==> config.mk <==
export PLATFORM = sky130hd
export DESIGN_NAME = ysyx_lsu
export DESIGN_NICKNAME = d
export VERILOG_FILES = /design/src/rtl/ysyx_lsu.sv
export SDC_FILE = /design/constraint.sdc
export NUM_CORES = 1
export LEC_CHECK = 0
export ABC_AREA = 1
export BUFFER_PORTS_ARGS = -buffer_cell sky130_fd_sc_hd__buf_2
export CAP_MARGIN = 20
export CORE_ASPECT_RATIO = 1.75
export CORE_MARGIN = 1.5
export CORE_UTILIZATION = 50
export DETAILED_ROUTE_END_ITERATION = 8
export PLACE_DENSITY = 0.88
export SYNTH_ARGS = -nofsm -noshare
export SYNTH_HDL_FRONTEND = slang
export SYNTH_SLANG_ARGS = --single-unit
==> constraint.sdc <==
create_clock -name clk -period 2.05 [get_ports clk]
set_input_delay 0.41 -clock clk [delete_from_list [all_inputs] [get_ports clk]]
set_output_delay 0.41 -clock clk [all_outputs]
set_load 0.03 [all_outputs]
==> src/rtl/ysyx_lsu.sv <==
// Load/store unit: turns one EXU memory request into an AXI4-Lite-style read
// or write transaction. It returns extended load data or a store-done pulse,
// with a fault flag for misalignment, bus errors and handshake timeouts.
module ysyx_lsu #(
  parameter int BIT_W   = 32,
  parameter int TIMEOUT = 255
) (
  input  logic             clk,
  input  logic             rst,
  input  logic             lsu_avalid,
  input  logic [BIT_W-1:0] lsu_addr,
  input  logic [BIT_W-1:0] lsu_wdata,
  input  logic             lsu_ren,
  input  logic             lsu_wen,
  input  logic [2:0]       lsu_func3,
  output logic [BIT_W-1:0] lsu_rdata_o,
  output logic             lsu_rvalid_o,
  output logic             lsu_wready_o,
  output logic             lsu_fault_o,
  output logic [BIT_W-1:0] araddr_o,
  output logic             arvalid_o,
  input  logic             arready,
  input  logic [BIT_W-1:0] rdata,
  input  logic [1:0]       rresp,
  input  logic             rvalid,
  output logic             rready_o,
  output logic [BIT_W-1:0] awaddr_o,
  output logic             awvalid_o,
  input  logic             awready,
  output logic [BIT_W-1:0] wdata_o,
  output logic [3:0]       wstrb_o,
  output logic             wvalid_o,
  input  logic             wready,
  input  logic [1:0]       bresp,
  input  logic             bvalid,
  output logic             bready_o
);

  localparam int CW = $clog2(TIMEOUT + 1);
  localparam logic [CW-1:0] CNT_LAST = CW'(TIMEOUT - 1);

  typedef enum logic [2:0] {
    IDLE, RD_ADDR, RD_DATA, WR_REQ, WR_RESP, DONE
  } state_t;

  state_t          state;
  logic [CW-1:0]   cnt;
  logic [1:0]      off_q;
  logic [2:0]      f3_q;
  logic            is_load_q;

  logic            misal;
  logic [3:0]      st_strb;
  logic [BIT_W-1:0] st_data;
  logic [BIT_W-1:0] lane;
  logic [BIT_W-1:0] ld_ext;
  logic            aw_done;
  logic            w_done;
  logic            progress;
  logic            tmo_fire;

  // Request decode: alignment check plus store strobe/lane replication.
  always_comb begin
    misal   = 1'b0;
    st_strb = 4'b1111;
    st_data = lsu_wdata;
    case (lsu_func3)
      3'b000, 3'b100: misal = 1'b0;
      3'b001, 3'b101: misal = lsu_addr[0];
      3'b010:         misal = (lsu_addr[1:0] != 2'b00);
      default:        misal = 1'b1;
    endcase
    case (lsu_func3[1:0])
      2'b00: begin
        st_strb = 4'b0001 << lsu_addr[1:0];
        st_data = {4{lsu_wdata[7:0]}};
      end
      2'b01: begin
        st_strb = 4'b0011 << lsu_addr[1:0];
        st_data = {2{lsu_wdata[15:0]}};
      end
      default: begin
        st_strb = 4'b1111;
        st_data = lsu_wdata;
      end
    endcase
  end

  // Load lane selection and sign/zero extension from the latched request.
  always_comb begin
    lane = rdata >> {off_q, 3'b000};
    case (f3_q)
      3'b000:  ld_ext = {{(BIT_W-8){lane[7]}}, lane[7:0]};
      3'b100:  ld_ext = {{(BIT_W-8){1'b0}}, lane[7:0]};
      3'b001:  ld_ext = {{(BIT_W-16){lane[15]}}, lane[15:0]};
      3'b101:  ld_ext = {{(BIT_W-16){1'b0}}, lane[15:0]};
      default: ld_ext = lane;
    endcase
  end

  // Per-state forward progress; a timeout only fires when no progress is made.
  always_comb begin
    aw_done  = !awvalid_o || awready;
    w_done   = !wvalid_o || wready;
    progress = 1'b0;
    case (state)
      RD_ADDR: progress = arready;
      RD_DATA: progress = rvalid;
      WR_REQ:  progress = aw_done && w_done;
      WR_RESP: progress = bvalid;
      default: progress = 1'b0;
    endcase
    tmo_fire = (state inside {RD_ADDR, RD_DATA, WR_REQ, WR_RESP})
               && !progress && (cnt == CNT_LAST);
  end

  // Transaction FSM with registered bus and EXU outputs.
  always_ff @(posedge clk) begin
    if (!rst) begin
      state        <= IDLE;
      cnt          <= '0;
      off_q        <= '0;
      f3_q         <= '0;
      is_load_q    <= 1'b0;
      lsu_rdata_o  <= '0;
      lsu_rvalid_o <= 1'b0;
      lsu_wready_o <= 1'b0;
      lsu_fault_o  <= 1'b0;
      araddr_o     <= '0;
      arvalid_o    <= 1'b0;
      rready_o     <= 1'b0;
      awaddr_o     <= '0;
      awvalid_o    <= 1'b0;
      wdata_o      <= '0;
      wstrb_o      <= '0;
      wvalid_o     <= 1'b0;
      bready_o     <= 1'b0;
    end else begin
      case (state)
        IDLE: begin
          if (lsu_avalid) begin
            off_q     <= lsu_addr[1:0];
            f3_q      <= lsu_func3;
            is_load_q <= lsu_ren;
            cnt       <= '0;
            if (lsu_ren == lsu_wen) begin
              state        <= DONE;
              lsu_rvalid_o <= 1'b1;
              lsu_wready_o <= 1'b1;
              lsu_fault_o  <= 1'b1;
            end else if (misal) begin
              state        <= DONE;
              lsu_rvalid_o <= lsu_ren;
              lsu_wready_o <= lsu_wen;
              lsu_fault_o  <= 1'b1;
              lsu_rdata_o  <= '0;
            end else if (lsu_ren) begin
              state     <= RD_ADDR;
              araddr_o  <= lsu_addr;
              arvalid_o <= 1'b1;
            end else begin
              state     <= WR_REQ;
              awaddr_o  <= lsu_addr;
              awvalid_o <= 1'b1;
              wvalid_o  <= 1'b1;
              wdata_o   <= st_data;
              wstrb_o   <= st_strb;
            end
          end
        end
        RD_ADDR: begin
          if (arready) begin
            arvalid_o <= 1'b0;
            rready_o  <= 1'b1;
            state     <= RD_DATA;
            cnt       <= '0;
          end else begin
            cnt <= cnt + 1'b1;
          end
        end
        RD_DATA: begin
          if (rvalid) begin
            rready_o     <= 1'b0;
            lsu_rdata_o  <= ld_ext;
            lsu_fault_o  <= (rresp != 2'b00);
            lsu_rvalid_o <= 1'b1;
            state        <= DONE;
            cnt          <= '0;
          end else begin
            cnt <= cnt + 1'b1;
          end
        end
        WR_REQ: begin
          if (awready) awvalid_o <= 1'b0;
          if (wready)  wvalid_o  <= 1'b0;
          if (aw_done && w_done) begin
            bready_o <= 1'b1;
            state    <= WR_RESP;
            cnt      <= '0;
          end else begin
            cnt <= cnt + 1'b1;
          end
        end
        WR_RESP: begin
          if (bvalid) begin
            bready_o     <= 1'b0;
            lsu_fault_o  <= (bresp != 2'b00);
            lsu_wready_o <= 1'b1;
            state        <= DONE;
            cnt          <= '0;
          end else begin
            cnt <= cnt + 1'b1;
          end
        end
        DONE: begin
          lsu_rvalid_o <= 1'b0;
          lsu_wready_o <= 1'b0;
          lsu_fault_o  <= 1'b0;
          state        <= IDLE;
          cnt          <= '0;
        end
        default: state <= IDLE;
      endcase
      // Timeout overrides whatever the busy state scheduled above.
      if (tmo_fire) begin
        arvalid_o    <= 1'b0;
        rready_o     <= 1'b0;
        awvalid_o    <= 1'b0;
        wvalid_o     <= 1'b0;
        bready_o     <= 1'b0;
        lsu_fault_o  <= 1'b1;
        lsu_rdata_o  <= '0;
        lsu_rvalid_o <= is_load_q;
        lsu_wready_o <= !is_load_q;
        state        <= DONE;
        cnt          <= '0;
      end
    end
  end

endmodule

== After elaboration in Yosys (flattened, before gate mapping) ==
Cells that the tools add are included.

* Flip-flop bits (word level): 157
* Logic and storage cells: 169

* Add/subtract/negate cells: 1
* Equality and inequality tests: 33
* Shifts and indexed selects: 3
* Muxes and demuxes: 65
* Bitwise logic cells: 4
* Reductions and logical operators: 44

{| class="wikitable"
|+ Operators with widths
! kind !! number
|-
| $mux W32 || 4
|-
| $pmux W32 S2 || 2
|-
| $pmux W32 S4 || 1
|-
| $pmux W8 S6 || 1
|-
| $mux W8 || 5
|-
| $shr A32 B5 Y32 || 1
|-
| $mux W1 || 31
|-
| $reduce_and A5 Y1 || 6
|-
| $mux W3 || 8
|-
| $ne A2 B2 Y1 const B || 12
|-
| $eq A3 B3 Y1 const B || 6
|-
| $reduce_and A6 Y1 || 3
|-
| $reduce_bool A2 Y1 || 8
|-
| $ne A3 B3 Y1 const B || 5
|-
| $pmux W3 S5 || 1
|-
| $reduce_bool A4 Y1 || 3
|-
| $pmux W1 S2 || 5
|-
| $eq A3 B1 Y1 const B || 3
|-
| $eq A3 B2 Y1 const B || 3
|-
| $logic_not A3 Y1 || 3
|-
| $pmux W1 S3 || 3
|-
| $add A8 B1 Y8 const B || 1
|-
| $eq A8 B8 Y1 const B || 1
|-
| $pmux W1 S4 || 2
|-
| other kinds (18) || 32
|}

== Depth between registers and ports, before layout ==
Gate-level depths: netlist of run 1.

* Depth after elaboration: 9
* Gate-level depth with buffers: 13
* Depth with buffers taken out: 11

== Least setup slack after synthesis of run 1 ==
No wires, ideal clock.

* Path kind: in2reg
* Start: input port lsu_ren
* End: register lsu_rdata_o[5]
* Setup time: 0.117 ns
* Arrival time: 1.512 ns
* Required time: 1.933 ns
* Slack: 0.421 ns
* Cell stages on the path: 9
* Buffers on the path: 1
* Cell sequence: inv_1 > ha_1 > nor2_1 > nor2_1 > nor2_1 > nand2_2 > buf_2 > a31oi_1 > nor2_1

* Word-level cells in the longest chain between the ends: 3

{| class="wikitable"
|+ Ends and longest elaborated chain
! element !! RTL line !! RTL
|-
| from (decl) || 13 || <nowiki>input logic lsu_ren,</nowiki>
|-
| $eq A1 B1 Y1 || 146 || <nowiki>if (lsu_ren == lsu_wen) begin</nowiki>
|-
| $ne A2 B2 Y1 (no source line) || n/a ||
|-
| $reduce_and A5 Y1 (no source line) || n/a ||
|-
| to (signal assigned) || 184 || <nowiki>lsu_rdata_o <= ld_ext;</nowiki>
|-
| to (decl) || 16 || <nowiki>output logic [BIT_W-1:0] lsu_rdata_o,</nowiki>
|}

Every way passes these cells.
A chain may end at the register's enable or synchronous reset.

== Worst setup path after layout of run 1 ==
* Start: register state[2]
* End: register cnt[4]

* Word-level cells in the longest chain between the ends: 6
* Elaborated cells between the ends (all ways): 16
* Classes of those cells: eq/ne (6); mux (2); reduce/logical (8)

{| class="wikitable"
|+ Ends and longest elaborated chain
! element !! RTL line !! RTL
|-
| from (decl) || 46 || <nowiki>state_t state;</nowiki>
|-
| from (signal assigned) || 120 || <nowiki>state <= IDLE;</nowiki>
|-
| from (signal assigned) || 147 || <nowiki>state <= DONE;</nowiki>
|-
| from (signal assigned) || 152 || <nowiki>state <= DONE;</nowiki>
|-
| $eq A3 B3 Y1 (tied with other cells) || 106, 113, 139 ||
|-
| $pmux W1 S4 || 106 || <nowiki>case (state)</nowiki>
|-
| $logic_not A1 Y1 || 114 || <nowiki>&& !progress && (cnt == CNT_LAST);</nowiki>
|-
| $logic_and A1 B1 Y1 (2 in series) || 114 ||
|-
| $reduce_or A2 Y1 (no source line) || n/a ||
|-
| to (signal assigned) || 178 || <nowiki>cnt <= cnt + 1'b1;</nowiki>
|-
| to (signal assigned) || 190 || <nowiki>cnt <= cnt + 1'b1;</nowiki>
|-
| to (signal assigned) || 201 || <nowiki>cnt <= cnt + 1'b1;</nowiki>
|-
| to (decl) || 47 || <nowiki>logic [CW-1:0] cnt;</nowiki>
|}

Parallel ways exist; a longest one is shown, timed or not.

==> flow_summary_export.csv, run 1 <==
group,metric,value,unit
logic_synthesis,synth-seq-cells,157,
final_layout,final_nets,1346,
clocking,h-tree-depth,4,
drt,dr.pass1.iters,5,
logic_synthesis,netlist_top_cells_count,"nand2_1 (231), dfxtp_1 (157), nor2_1 (128), a21oi_1 (127), o21ai_0 (104)",
sta,hold_violations,0,
critical_path,worst-path-max-fanout,8,
drt,drtIter0Drc,496,
global_routing,grt_pass1_wl,34500,um
critical_path,r2r_end,"cnt[4]",
worst_hold_path,hp-class,"in2reg",
critical_path,critPathArrivalTime,2.21,ns
sta,layout_worst_path_cycle_share,90.8,%
global_routing,grt_pass1_vias,7329,
power,pwr-share-seq,34.6,%
final_layout,layout-drive-gt1-share,27.5,%
die,core-area,0.0138,mm^2
logic_synthesis,avgSynthCellArea,7.07,um^2
sta,tns,0,ns
global_routing,overflow,0,
clocking,clk-insertion-delay-late,0.42,ns
logic_synthesis,synth_top_area_share,44.9,%
global_routing,groute.usage.overall,29.2,%
sta,slew_violations,0,
critical_path,cp-end-kind,"flop",
run_status,status,"finished, final reports clean",
place,dp_hpwl,15800,um
logic_synthesis,synthDominantAreaCellType,"dfxtp_1",
power,cellLeakagePower,4.27,nW
clocking,cts_setup_buffers,0,
clocking,path_clk_slew,0.07,ns
power,pwr-share-clk,31.3,%
place,place_inst,1387,
power,power.density,1140,mW/mm^2
clocking,clockRootBuffer,"clkbuf_16",
global_routing,antenna_found_initial,1,
final_layout,final_core_util,65.8,%
drt,wirelength,21700,um
critical_path,r2r_slack,0.19,ns
critical_path,worstSetupEndpoint,"cnt[4]",
logic_synthesis,synth_fp_nets,1106,
global_routing,grt_max_degree,54,
clocking,cts_tree,"yes",
die,placementRows,57,
power,p_sw_share,39.8,%
clocking,clock_sinks,157,
clocking,cts_buffers,17,
critical_path,worstSetupPathType,"reg2reg",
logic_synthesis,synth-edff-count,0,
logic_synthesis,async_reset_ff_share,0,%
logic_synthesis,yosys_warnings,0,
logic_synthesis,yosysMostFrequentCell,"nand2_1",
logic_synthesis,synth_cell_type_count,37,
die,io_pins,253,
power,power.internal,0.00623,W
power,power.switching,0.00413,W
drt,via_per_inst,5.48,
final_layout,syn2layout_area_growth,29.5,%
critical_path,crit_path_start_kind,"flop",
drt,drc,0,
place,port_buffers,252,
final_layout,instances_no_fill,1420,
drt,route.detailed.wl_per_inst,15.3,um
logic_synthesis,synth_top_flop_cell,"dfxtp_1",
drt,vias,7785,
sta,worst_slew_pin_slew,0.442,ns
drt,drtAntennaViolNets,0,
die,fp.dieW,92.4,um
critical_path,r2r_cells,8,
sta,setup_viol,0,
logic_synthesis,synth_cells,989,
logic_synthesis,yosys-top-cells-area,"dfxtp_1 (45%), nand2_1 (12%), a21oi_1 (9.1%)",
power,max-vdd-ir-drop,0.000882,V
job,drv_cap,0,
logic_synthesis,yosysSeqAreaShare,44.9,%
die,die_area,0.0147,mm^2
sta,slew_headroom,70.5,%
place,gp_congestion,0.953,
sta,finalCriticalPeriod,1.86,ns
die,die_y,159,um
sta,clock.fmax,537,MHz
critical_path,timing.rr.start,"state[2]",
die,start_util,50.8,%
sta,finClkSkew,0.0133,ns
power,combPwrFrac,34.0,%
critical_path,startpoint,"state[2]",
clocking,cts_buffer_depth,2,
logic_synthesis,netlist_area,0.00700,mm^2
power,power,0.0104,W
critical_path,crit_required,2.40,ns
layout make-up:
cell class	count	area (um^2)
inverter	42	158
antenna	1	2.50
fill	1190	4700
clock inverter	15	194
tap	177	221
multi-input combinational	728	3360
timing repair buffer	283	1560
clock buffer	17	425
sequential	157	3140
placed cells by master, fill, tap and decap left out, drive strengths merged, types with 7 or more instances in the layout:
master,Yosys,layout
buf,37,283
nand2,237,237
dfxtp,157,157
nor2,134,134
a21oi,127,127
o21ai,105,105
nand3,89,89
inv,41,47
clkbuf,25,17
clkinv,1,8
a31oi,7,7
worst min-delay path by stage:
| stage | cells after the start | end | slack, ns | from |
|---|---|---|---|---|
| 2_1_floorplan | 2 | f3_q[2] | 0.44 | f3_q[2] |
| 3_5_place_dp | 2 | araddr_o[25] | 0.45 | araddr_o[25] |
| 3_3_place_gp | 2 | wvalid_o | 0.44 | wvalid_o |
| 4_1_cts | 3 | wdata_o[18] | 0.22 | lsu_wdata[18] |
| 5_1_grt | 3 | wdata_o[17] | 0.23 | lsu_wdata[17] |
| 6_report | 3 | wdata_o[17] | 0.23 | lsu_wdata[17] |
flip-flops by register name, summed over array words and instances (netlist names):
name and flops:
awaddr_o 32, wstrb_o 4, wdata_o 32, arvalid_o 1, state 3, awvalid_o 1, bready_o 1, lsu_wready_o 1
f3_q 3, lsu_rdata_o 32, cnt 8, rready_o 1, off_q 2, lsu_fault_o 1, araddr_o 32, lsu_rvalid_o 1
is_load_q 1, wvalid_o 1
per-stage QoR:
stage | area [um^2] | hold WS (ns) | worst slack (ns)
floorplan | 7000 | 0.445 | 0.421
global placement | 8440 | 0.442 | 0.217
detailed placement | 8440 | 0.454 | 0.158
CTS | 9060 | 0.221 | 0.172
global route | 9060 | 0.229 | -0.00235
finish | 9060 | 0.233 | 0.189
critical path, stage by stage, from the launching register on:
cell and delay [ns]:
dfxtp_1 0.54, nor2_2 0.10, nand3_1 0.18, nand2_1 0.13, nor2_1 0.17, nor2_1 0.08, nor2_2 0.26, o21ai_2 0.20
nor2_1 0.14
power by group through the flow:
stage / combinational [W] / sequential, W / clock (W)
floorplan: 0.00209 / 0.00403 / 0
global placement: 0.00343 / 0.00364 / 0
detailed placement: 0.00346 / 0.00364 / 0
CTS: 0.00350 / 0.00358 / 0.00328
global route: 0.00386 / 0.00361 / 0.00341
finish: 0.00352 / 0.00359 / 0.00325
per-layer routing:
metal | vias up | global-route usage, % | part of all wire [%]
met2 | 378 | 51.3 | 51
met3 | 103 | 4.92 | 6.4
li1 | 3755 | - | -
met1 | 3549 | 31.7 | 36
met4 | 0 | 18.5 | 5.8
met5 | - | 0 | 0
logic make-up (layout without fill, tap and decap cells):
group,after synthesis,in the layout,synth area share [%]
fa+ha+maj,4,4,0.715
xor+xnor,3,3,0.376
flops,157,157,44.9
mux,4,4,0.572
other cells,0,1,0
compound gates,249,249,18.4
simple gates,468,468,28.0
buf+inv,104,357,7.03
what timing repair did:
item | CTS | global route
gates resized for setup | 0 | 1
endpoints found under the setup margin | 0 | 4
hold buffers | 0 | 0
(Power assumes the default switching activity.)
==> run 2, diff against run 1 <==
- PLACE_DENSITY: 0.88 -> unset
- PLACE_DENSITY_LB_ADDON: unset -> 0.2
==> run 2 against run 1 <==
Compared with the run above: maximum frequency fell by 0.89%; via count fell by 3.5%; highest routed layer unchanged; cell area rose by 0.22%; combinational power barely moved; critical endpoint is now lsu_rdata_o[12]; hold slack got worse by 0.0048 ns.
==> flow_summary_export.csv, run 2 (synthesis gave the netlist of run 1 again) <==
group,metric,value,unit
sta,slew_violations,0,
final_layout,layout-drive-gt1-share,27.6,%
die,core-area,0.0138,mm^2
place,port_buffers,252,
sta,rsz0062_at_grt,"false",
global_routing,grt_pass1_vias,7080,
clocking,path_clk_slew,0.07,ns
run_status,status,"finished, final reports clean",
critical_path,cp-end-kind,"flop",
final_layout,final_common_cell,"buf_2",
final_layout,multi_input_area,0.00336,mm^2
die,placementRows,57,
sta,finClkSkew,0.0126,ns
clocking,h-tree-depth,4,
global_routing,grt_util_met2,52.4,%
clocking,clockRootBuffer,"clkbuf_16",
global_routing,grt_util_met3,6.06,%
power,max-vdd-ir-drop,0.000639,V
drt,vias,7515,
clocking,clock_sinks,157,
drt,drc,0,
power,cellLeakagePower,4.29,nW
die,die_y,159,um
final_layout,final_cell_mix,"buf_2 (252), nand2_1 (231), dfxtp_1 (156)",
drt,drtIter0Drc,462,
critical_path,crit_path_start_kind,"flop",
final_layout,final_nets,1347,
clocking,clk-insertion-delay-late,0.42,ns
drt,wirelength,21600,um
critical_path,critPathBufInv,1,
critical_path,critical-path-top-delay-family,"simple AND/OR/NAND/NOR gates",
final_layout,layout.area.seq,0.00314,mm^2
clocking,cts_buffer_depth,2,
critical_path,path_cells,"nor2_1 -> nand3_1 -> nand2_1 -> o21bai_2 -> nand2_1 -> buf_12 -> a21oi_1",
clocking,cts_resized,0,
global_routing,groute.usage.overall,29.6,%
die,io_pins,253,
job,drv_cap,0,
sta,setup_viol,0,
global_routing,busiest_layer,"met2",
worst_hold_path,hp-class,"in2reg",
clocking,hold_buffers,0,
critical_path,crit_required,2.40,ns
global_routing,met1_usage,33.1,%
drt,route.detailed.wl_per_inst,15.2,um
critical_path,cp_slowest_stage_delay,0.45,ns
critical_path,worst-path-max-fanout,28,
critical_path,cpMaxStageDelayCell,"dfxtp_1",
die,fp.dieW,92.4,um
drt,via_per_inst,5.29,
clocking,cts_buffers,17,
place,dp_hpwl,16000,um
die,die_area,0.0147,mm^2
clocking,cts_setup_buffers,0,
sta,layout_worst_path_cycle_share,91.6,%
sta,worst_slew_pin_slew,0.444,ns
global_routing,overflow,0,
sta,slew_headroom,70.3,%
power,power.density,1160,mW/mm^2
global_routing,grt_max_degree,36,
critical_path,critPathArrivalTime,2.22,ns
global_routing,antenna_found_initial,1,
final_layout,n_fill_cell,1291,
drt,dr.pass1.iters,5,
sta,finalCriticalPeriod,1.88,ns
sta,hold_violations,0,
critical_path,worst_path_most_repeated_cell,"nand2_1",
sta,clock.fmax,533,MHz
final_layout,syn2layout_area_growth,29.8,%
global_routing,grt_pass1_wl,34700,um
final_layout,final_core_util,66.0,%
clocking,cts_tree,"yes",
sta,tns,0,ns
critical_path,worstSetupPathType,"reg2reg",
die,start_util,50.8,%
place,gp_congestion,0.998,
drt,drtAntennaViolNets,0,
[run 2: final timing paths]
path,to,cells after the start,from,slack (ns)
worst max register to register,lsu_rdata_o[12],7,state[0],0.17
worst min register to register,araddr_o[4],2,araddr_o[4],0.46
worst min-delay path,wdata_o[20],3,lsu_wdata[20],0.23
worst max-delay path,lsu_rdata_o[12],7,state[0],0.17
[run 2: layer usage]
metal	routed length, um	up-vias
met5	0	-
met4	778	0
met1	8260	3414
met3	1250	61
li1	-	3754
met2	11300	286
[run 2: report_power, final]
part | switching [W] | leakage, nW | internal [W]
Combinational | 0.00243 | 2.70 | 0.00111
Clock | 0.00142 | 0.313 | 0.00199
Sequential | 0.000221 | 1.27 | 0.00336
Total | 0.00407 | 4.29 | 0.00647
[run 2: layout make-up]
type,instances,area share [%]
multi-input combinational,728,37.0
timing repair buffer,284,17.1
sequential,157,34.6
clock buffer,17,4.68
antenna,1,0.0276
inverter,42,1.74
clock inverter,15,2.41
tap,177,2.44
[run 2: through the flow]
step | total power (W) | instances | hold WS (ns) | cell area [um^2] | setup WS, ns
after global placement | 0.00713 | 1388 | 0.445 | 8430 | 0.164
after floorplan | 0.00612 | 989 | 0.445 | 7000 | 0.421
after CTS | 0.0106 | 1420 | 0.216 | 9080 | 0.120
after global routing | 0.0111 | 1421 | 0.219 | 9080 | 0.0494
after detailed placement | 0.00716 | 1388 | 0.452 | 8430 | 0.130
final | 0.0105 | 1421 | 0.228 | 9080 | 0.173
[run 2: worst register-to-register path, delay by kind of cell (launching register included)]
kind                   cells  cell delay [ns]
AOI/OAI and AO/OA          2             0.43
buffers and inverters      1             0.22
DFF                        1             0.45
and+or+nand+nor            4             0.71
==> run 3, diff against run 2 <==
- CORE_ASPECT_RATIO: 1.75 -> unset
==> run 3 against run 2 <==
Compared with the run above: clock power is 8.5% lower; largest power group unchanged; flip-flop and latch count did not move; critical path depth rose by 1; global-route usage down 1.6 points; worst setup slack better by 0.015 ns; cell area is 0.94% lower; largest cell class unchanged; clock skew down 0.0057 ns; hold slack worse by 0.0064 ns.
==> flow_summary_export.csv, run 3 (synthesis gave the netlist of run 1 again) <==
group,metric,value,unit
sta,worst_slew_pin_slew,0.417,ns
clocking,clockRootBuffer,"clkbuf_16",
global_routing,overflow,0,
critical_path,path_cells,"nor2_2 -> nand3_1 -> nand2_1 -> nor2_1 -> nor2_1 -> nor2_2 -> o21ai_2 -> a21oi_1",
global_routing,groute.usage.overall,28.0,%
clocking,h-tree-depth,4,
critical_path,crit_required,2.40,ns
place,dp_slack,0.132,ns
global_routing,grt_pass1_wl,32700,um
final_layout,final_cell_mix,"buf_2 (252), nand2_1 (231), dfxtp_1 (156)",
critical_path,critical-path-top-delay-family,"simple AND/OR/NAND/NOR gates",
die,die_y,121,um
clocking,clock_sinks,157,
power,cellLeakagePower,4.24,nW
sta,hold_violations,0,
critical_path,startpoint,"state[2]",
drt,wirelength,20700,um
drt,drc,0,
power,power,0.0102,W
place,dp_hpwl,14500,um
drt,via_per_inst,5.26,
sta,tns,0,ns
clocking,cts_buffer_depth,2,
worst_hold_path,hp-class,"in2reg",
global_routing,antenna_found_initial,0,
clocking,cts_tree,"yes",
die,placementRows,43,
die,io_pins,253,
critical_path,critPathArrivalTime,2.21,ns
place,place_inst,1388,
power,power.density,1130,mW/mm^2
final_layout,final_common_cell,"buf_2",
die,start_util,50.8,%
critical_path,worst-path-max-fanout,8,
sta,slew_headroom,72.2,%
critical_path,critPathBufInv,0,
final_layout,final_nets,1344,
drt,vias,7459,
final_layout,instances_no_fill,1419,
clocking,hold_buffers,0,
die,fp.dieW,121,um
critical_path,cp-end-kind,"flop",
critical_path,crit_path_start_kind,"flop",
drt,dr.pass1.iters,6,
sta,layout_worst_path_cycle_share,90.8,%
critical_path,worstSetupPathType,"reg2reg",
clocking,clk-insertion-delay-late,0.42,ns
die,core-area,0.0138,mm^2
job,drv_cap,0,
sta,rsz0062_at_grt,"false",
place,gp_congestion,0.940,
sta,finalCriticalPeriod,1.86,ns
drt,drtAntennaViolNets,0,
critical_path,cp_slowest_stage_delay,0.53,ns
final_layout,n_antenna_cell,0,
critical_path,timing.rr.start,"state[2]",
clocking,cts_buffers,17,
power,max-vdd-ir-drop,0.000574,V
critical_path,cpMaxStageDelayCell,"dfxtp_1",
sta,setup_viol,0,
sta,clock.fmax,537,MHz
drt,route.detailed.wl_per_inst,14.6,um
sta,finClkSkew,0.00694,ns
final_layout,syn2layout_area_growth,28.6,%
die,die_area,0.0147,mm^2
sta,layout_setup_ws,0.188,ns
drt,drtIter0Drc,586,
clocking,path_clk_slew,0.07,ns
run_status,status,"finished, final reports clean",
place,port_buffers,252,
final_layout,layout-drive-gt1-share,27.2,%
global_routing,grt_pass1_vias,6765,
global_routing,grt_max_degree,68,
sta,slew_violations,0,
worst_hold_path,min-delay-start,"lsu_wdata[16]",
[run 3: final cells by class]
class	instances	area, um^2
well taps	180	225
inverters	42	158
flip-flops and latches	157	3140
fillers	1332	4780
clock inverters	11	134
clock buffers	20	447
repair buffers	281	1530
multi-input cells	728	3360
[run 3: through the flow]
stage	hold slack, ns	util, %	instance area, um^2
final	0.222	65.3	9000
after global routing	0.219	65.3	9000
after CTS	0.207	65.3	9000
after detailed placement	0.450	61.1	8420
after global placement	0.445	61.1	8420
after floorplan	0.445	-	7000
[run 3: timing repair]
item | in CTS | in global routing
resized for setup | 0 | 1
buffers inserted | 0 | 0
hold endpoints to repair | 0 | 0
setup endpoints to repair | 0 | 2
[run 3: worst register-to-register path, cell delays in order (launching register included)]
cell and delay [ns]:
dfxtp_1 0.53, nor2_2 0.10, nand3_1 0.18, nand2_1 0.14, nor2_1 0.17, nor2_1 0.07, nor2_2 0.27, o21ai_2 0.19
a21oi_1 0.15
[run 3: power by group]
group	switching (W)	leakage (nW)	internal, W
sequential	0.000236	1.27	0.00337
combinational	0.00233	2.69	0.00110
clock	0.00129	0.282	0.00184
total	0.00386	4.24	0.00631
[run 3: layer usage]
| metal | global-route usage [%] | up-vias | part of all wire (%) |
|---|---|---|---|
| li1 | - | 3748 | - |
| met5 | 0 | - | 0 |
| met3 | 7.85 | 25 | 8.3 |
| met1 | 35.7 | 3383 | 43 |
| met4 | 8.90 | 0 | 1.6 |
| met2 | 45.8 | 303 | 47 |
[run 3: worst paths after layout]
path	end	slack [ns]	depth (start not counted)
min reg2reg	araddr_o[19]	0.46	2
max	cnt[0]	0.19	8
min	wdata_o[16]	0.22	3
max reg2reg	cnt[0]	0.19	8
